**config.mk**
```make
export PLATFORM = sky130hd
export DESIGN_NAME = ysyx_23060236_ifu_fetch
export DESIGN_NICKNAME = d
export VERILOG_FILES = /design/src/rtl/ysyx_23060236_ifu_fetch.sv
export SDC_FILE = /design/constraint.sdc
export NUM_CORES = 1
export LEC_CHECK = 0
export ABC_AREA = 0
export CORE_ASPECT_RATIO = 0.8
export CORE_MARGIN = 4
export CORE_UTILIZATION = 43
export DETAILED_ROUTE_END_ITERATION = 10
export PLACE_DENSITY = 0.87
export SETUP_SLACK_MARGIN = 0.02
export SLEW_MARGIN = 20
export SYNTH_ARGS = -nofsm -noshare
export SYNTH_HDL_FRONTEND = slang
export SYNTH_SLANG_ARGS = --single-unit
export TNS_END_PERCENT = 100
```
**constraint.sdc**
```tcl
create_clock -name clock -period 2.2 [get_ports clock]
set_clock_uncertainty 0.15 [all_clocks]
set_input_delay 0.33 -clock clock [delete_from_list [all_inputs] [get_ports clock]]
set_output_delay 0.33 -clock clock [all_outputs]
set_load 0.005 [all_outputs]
```
**src/rtl/ysyx_23060236_ifu_fetch.sv**
```systemverilog
// ---------------------------------------------------------------------------
// ysyx_23060236_ifu_fetch
//
// Instruction fetch unit. Issues one instruction read at a time over an
// AXI4-Lite-style read channel and presents each returned word to decode
// through a one-entry output register ({in, pc, idu_valid}). The next fetch
// address is predicted as PC+4. A redirect from execute (jump_wrong with
// jump_target) squashes the presented instruction and drops the data of any
// request already issued on the wrong path.
//
// Ports
//   clock        rising-edge clock for all state
//   reset        asynchronous, active-low reset
//   jump_wrong   redirect pulse from execute
//   jump_target  redirect address, used when jump_wrong=1
//   in, pc       instruction word and its address for decode
//   idu_valid    in/pc valid
//   idu_ready    decode accepts the presented instruction this cycle
//   araddr       read address          arvalid  read address valid
//   arready      address accepted      rdata    read data
//   rresp        read response (0=OK)  rvalid   read data valid
//   rready       fetch accepts data
//   fetch_err    sticky flag, set by any accepted non-OKAY response
// ---------------------------------------------------------------------------
module ysyx_23060236_ifu_fetch #(
  parameter logic [31:0] RESET_PC = 32'h3000_0000
) (
  input  logic        clock,
  input  logic        reset,
  input  logic        jump_wrong,
  input  logic [31:0] jump_target,
  output logic [31:0] in,
  output logic [31:0] pc,
  output logic        idu_valid,
  input  logic        idu_ready,
  output logic [31:0] araddr,
  output logic        arvalid,
  input  logic        arready,
  input  logic [31:0] rdata,
  input  logic [1:0]  rresp,
  input  logic        rvalid,
  output logic        rready,
  output logic        fetch_err
);

  typedef enum logic {
    S_AR = 1'b0,
    S_R  = 1'b1
  } state_t;

  state_t      state_reg;
  logic [31:0] araddr_reg;
  logic [31:0] fetch_pc_reg;
  logic [31:0] fetch_pc_next;
  logic [31:0] in_reg;
  logic [31:0] pc_reg;
  logic        idu_valid_reg;
  logic        discard_reg;
  logic        fetch_err_reg;

  logic        ar_fire;
  logic        r_fire;
  logic        load;

  assign arvalid   = (state_reg == S_AR);
  // Data may be taken when the output slot is free or being emptied, or when
  // it is going to be thrown away anyway (stale request or redirect).
  assign rready    = (state_reg == S_R) &
                     (~idu_valid_reg | idu_ready | discard_reg | jump_wrong);
  assign ar_fire   = arvalid & arready;
  assign r_fire    = rvalid & rready;
  assign load      = r_fire & ~discard_reg & ~jump_wrong;

  assign araddr    = araddr_reg;
  assign in        = in_reg;
  assign pc        = pc_reg;
  assign idu_valid = idu_valid_reg;
  assign fetch_err = fetch_err_reg;

  // Next request address. A redirect wins over the sequential guess. When a
  // wrong-path request is finally accepted (discard already set), the
  // redirect target held in fetch_pc must not be overwritten by its +4.
  always_comb begin
    fetch_pc_next = fetch_pc_reg;
    if (jump_wrong) begin
      fetch_pc_next = jump_target;
    end else if (ar_fire && !discard_reg) begin
      fetch_pc_next = araddr_reg + 32'd4;
    end
  end

  always_ff @(posedge clock or negedge reset) begin
    if (!reset) begin
      state_reg     <= S_AR;
      araddr_reg    <= RESET_PC;
      fetch_pc_reg  <= RESET_PC;
      in_reg        <= 32'h0;
      pc_reg        <= 32'h0;
      idu_valid_reg <= 1'b0;
      discard_reg   <= 1'b0;
      fetch_err_reg <= 1'b0;
    end else begin
      fetch_pc_reg <= fetch_pc_next;

      // araddr only moves when a response completes, so an unaccepted
      // request is never altered, even by a redirect.
      case (state_reg)
        S_AR: begin
          if (ar_fire) begin
            state_reg <= S_R;
          end
        end
        S_R: begin
          if (r_fire) begin
            state_reg  <= S_AR;
            araddr_reg <= fetch_pc_next;
          end
        end
      endcase

      // discard marks the single outstanding (or pending) request as
      // wrong-path. In S_AR the pending request will complete later no matter
      // what, so it always needs draining. In S_R only if its data is not
      // being consumed this very cycle.
      if (jump_wrong) begin
        if (state_reg == S_AR) begin
          discard_reg <= 1'b1;
        end else begin
          discard_reg <= ~r_fire;
        end
      end else if (r_fire) begin
        discard_reg <= 1'b0;
      end

      // Output register: redirect squashes, a load replaces (also the entry
      // being accepted this cycle), otherwise an accepted entry empties.
      if (jump_wrong) begin
        idu_valid_reg <= 1'b0;
      end else if (load) begin
        in_reg        <= rdata;
        pc_reg        <= araddr_reg;
        idu_valid_reg <= 1'b1;
      end else if (idu_valid_reg && idu_ready) begin
        idu_valid_reg <= 1'b0;
      end

      // Errors count even on dropped data.
      if (r_fire && (rresp != 2'b00)) begin
        fetch_err_reg <= 1'b1;
      end
    end
  end

endmodule

```
==> impl_results.md <==
- Minimum period implied by the final worst setup slack: 2100 ps
- Via count of the first global-routing pass: roughly 5400
- Sequential share of the synthesized area: between 50% and 60%
- Number of instances on the worst hold path: 3
- Iteration count of the initial detailed-routing pass: 5
- Cell leakage power: 0.00370 uW
- Syn_area_per_cell: 11.0 um^2
- Number of library cell types mapped by synthesis: 51
- VDD IR-drop max: approximately 0.00065 V
- Yosys warnings: 0
- Final layout net count: 811
- Placed wire-length estimate after detailed placement: 11900 um
- Worst r2r src: idu_valid
- Total length of routed wires: 16700 um
- Async set-reset flop share out of synthesis: 100%
- Hold Path Origin: jump_wrong
- Die footprint: 15700 um^2
- Power density over the cells: 1110 nW/um^2
- Routed WL per cell: 18.0 um
- Number of antenna violations at the first check in global routing: 0
- Most used flip-flop cell after synthesis: sky130_fd_sc_hd__dfrtp_1
- Startpoint-to-endpoint class of the critical path: flip-flop to flip-flop
- CTS Buffer Depth: 2
- Total number of vias: 4981
- Detail-routed via count per cell: 5.38
- Hold Path Class: primary input to flip-flop
- Pin count of the biggest net entering global routing: 62
- Number of antenna diodes: 0
- Highest achievable clock rate: around 480 MHz
- Slew Limit Fails: 0
- Critical Path RT: between 2000 and 2500 ps
- Number of design-rule violations left by the first detailed-router iteration: 298
- Number of hold-slack violations in the final timing report: 0
- Unrepaired setup endpoints after global routing: false
- Number of antenna-violating nets in the routed design: 0
- Global-route congestion overflow total: 0
- TritonCTS buffer count: 17
- CTS H-Tree Depth: 4
- Post-synthesis instance area: approximately 5900 um^2
- Fin crit share: 95.6%
- Total of max-cap violations: 0
- Initial Utilization: 44.9%
- Post-route setup slack: 95.8 ps
- Reg2reg setup slack: ~96 ps
- Area growth syn-to-layout: 45.9%
- DP Worst Slack: -298 ps
- Arrival @ worst endpoint: 2250 ps
- Critical path capture point type: flip-flop
- Uppermost routed layer: met4
- Cells after synthesis: 537
- Setup-failing EPs final: 0
- Worst reg2reg endpoint: pc[23]
- Detailed-route wire length on metal 1: 6800 um
- Last weighted congestion value of the routability-driven placer: between 0.8 and 0.9
- Clock network latency to the later pin of the worst-skew pair: roughly 420 ps
- Detailed-route DRC error count: 0
- Sink of the worst hold path: idu_valid
- Worst Max-Slew Pin Slew: 422 ps
- Maximum fanout along the worst path: 35
- Chip width: 139 um
- GR Util All Layers: 21.5%
- Net count of the mapped netlist: 610
- First-pass GRT wire length: approximately 27000 um
- Number of fill cells: 985
- Total Negative Setup Slacks: 0 ps
- Cell at the root of the clock tree: sky130_fd_sc_hd__clkbuf_16
- #FFs+latches synth: 132
- Result of the run: complete, no violations
- Count of input and output buffers: 171
- Routed length on met3: 1540 um
- Clock-pin slew reported for the worst setup and hold paths after clock tree synthesis: 50 ps
- Total power after layout: 9570 uW
- Number of synthesized flops with an enable pin: 0
- Register area: 3310 um^2
- FF-to-FF path depth: 6
- Placement row count: 37
- Number of top-level pins: 172
- Total clock sinks: around 130
- Area used by multi-input combinational logic: 2420 um^2
- Met2 routed wirelength: 8090 um
- Area of the core: 13100 um^2
- Fraction of final layout cells sized beyond drive strength 1: a little over a fifth
- Max-slew headroom at the worst pin: a little under three quarters
- CTS tree: built
- Critical Path Start Type: flip-flop
- Y dimension of the die: around 110 um
## layout make-up
cell class	count	share of cell area, %
clock buffer	27	5.84
timing repair buffer	216	24.5
tap	175	2.54
sequential	132	38.4
clock inverter	5	0.610
inverter	1	0.0436
multi-input combinational	370	28.1
## kinds of logic (layout without fill, tap and decap cells)
kind of cell / count (synthesis) / in the layout / synth area share, %
AO/OA/AOI/OAI: 98 / 98 / 9.24
XOR/XNOR: 23 / 23 / 3.41
AND/OR/NAND/NOR: 172 / 172 / 13.5
adder cells (fa/ha/maj): 1 / 1 / 0.212
flip-flops: 132 / 132 / 56.1
buffers and inverters: 35 / 249 / 3.16
multiplexers: 76 / 76 / 14.4
## cells in the mapped netlist (all sizes together) (2+ instances only)
library cell / count / area, um^2
dfrtp: 128 / 3200
mux2: 70 / 788
nand2: 65 / 244
nor2: 57 / 214
a21oi: 44 / 220
o21ai: 35 / 175
clkbuf: 18 / 78.8
buf: 15 / 92.6
xor2: 13 / 114
nand4: 11 / 75.1
xnor2: 10 / 87.6
nand3: 9 / 45.0
and3: 6 / 40.0
mux2i: 6 / 60.1
and4: 5 / 46.3
dfstp: 4 / 105
nor4: 4 / 25.0
or4: 4 / 33.8
a211oi: 3 / 22.5
a31oi: 3 / 18.8
a21o: 2 / 15.0
and2: 2 / 12.5
nand2b: 2 / 12.5
o31ai: 2 / 15.0
or3: 2 / 12.5
or3b: 2 / 17.5
## cell usage in the layout (no fill, tap or decap), types with 5 or more instances in the layout
cell type                         count
sky130_fd_sc_hd__dfrtp_1            128
sky130_fd_sc_hd__a21oi_1             44
sky130_fd_sc_hd__buf_12               5
sky130_fd_sc_hd__xnor2_1             10
sky130_fd_sc_hd__clkdlybuf4s50_1    168
sky130_fd_sc_hd__xor2_1              13
sky130_fd_sc_hd__clkbuf_1             6
sky130_fd_sc_hd__nand3_1              9
sky130_fd_sc_hd__nand2_1             64
sky130_fd_sc_hd__mux2i_1              6
sky130_fd_sc_hd__mux2_2              70
sky130_fd_sc_hd__clkbuf_16           17
sky130_fd_sc_hd__o21ai_0             35
sky130_fd_sc_hd__buf_4               39
sky130_fd_sc_hd__nor2_1              56
sky130_fd_sc_hd__nand4_1             10
## worst max-delay path by stage
stage / startpoint / to / slack [ps] / cells after the start
after floorplan: jump_wrong / in[0] / 8 / 8
after global placement: idu_ready / pc[18] / -240 / 7
after detailed placement: idu_ready / pc[24] / -300 / 7
after CTS: idu_valid / rready / 40 / 4
after global routing: idu_valid / pc[23] / 10 / 6
final: idu_valid / pc[23] / 100 / 6
## critical path, cell delays in order (launching register included)
cell	delay, ps
sky130_fd_sc_hd__dfrtp_1	350
sky130_fd_sc_hd__or3b_4	380
sky130_fd_sc_hd__o21a_1	180
sky130_fd_sc_hd__and2_1	180
sky130_fd_sc_hd__nand2_2	130
sky130_fd_sc_hd__buf_12	220
sky130_fd_sc_hd__mux2_2	360
## routing by layer
metal | vias up | global-route usage [%]
met5 | - | 0
met4 | 0 | 8.15
met3 | 26 | 7.77
met2 | 233 | 35.2
met1 | 2438 | 26.3
li1 | 2284 | -
## through the flow
step / instances / hold slack [ps] / area, um^2 / util, %
CTS: 925 / 99.2 / 8610 / 65.5
floorplan: 537 / -116 / 5940 / -
detailed placement: 891 / 132 / 8030 / 61.1
global route: 926 / 104 / 8610 / 65.5
global placement: 891 / 117 / 8030 / 61.1
finish: 926 / 111 / 8610 / 65.5
## report_power, final
group | total (uW) | switching [uW] | leakage, uW | internal, uW
Combinational | 3190 | 1150 | 0.00183 | 2040
Clock | 2660 | 989 | 0.000271 | 1670
Sequential | 3720 | 519 | 0.00159 | 3200
## timing repair
| item | 4_1_cts | 5_1_grt |
|---|---|---|
| buffers inserted | 1 | 1 |
| gates resized for setup | 3 | 1 |
| hold endpoints to repair | 34 | 0 |
| endpoints found under the setup margin | 1 | 41 |
| hold buffers | 1 | 0 |
| pin swaps | 1 | 1 |
No activity file was read; power rests on OpenSTA's default activity.
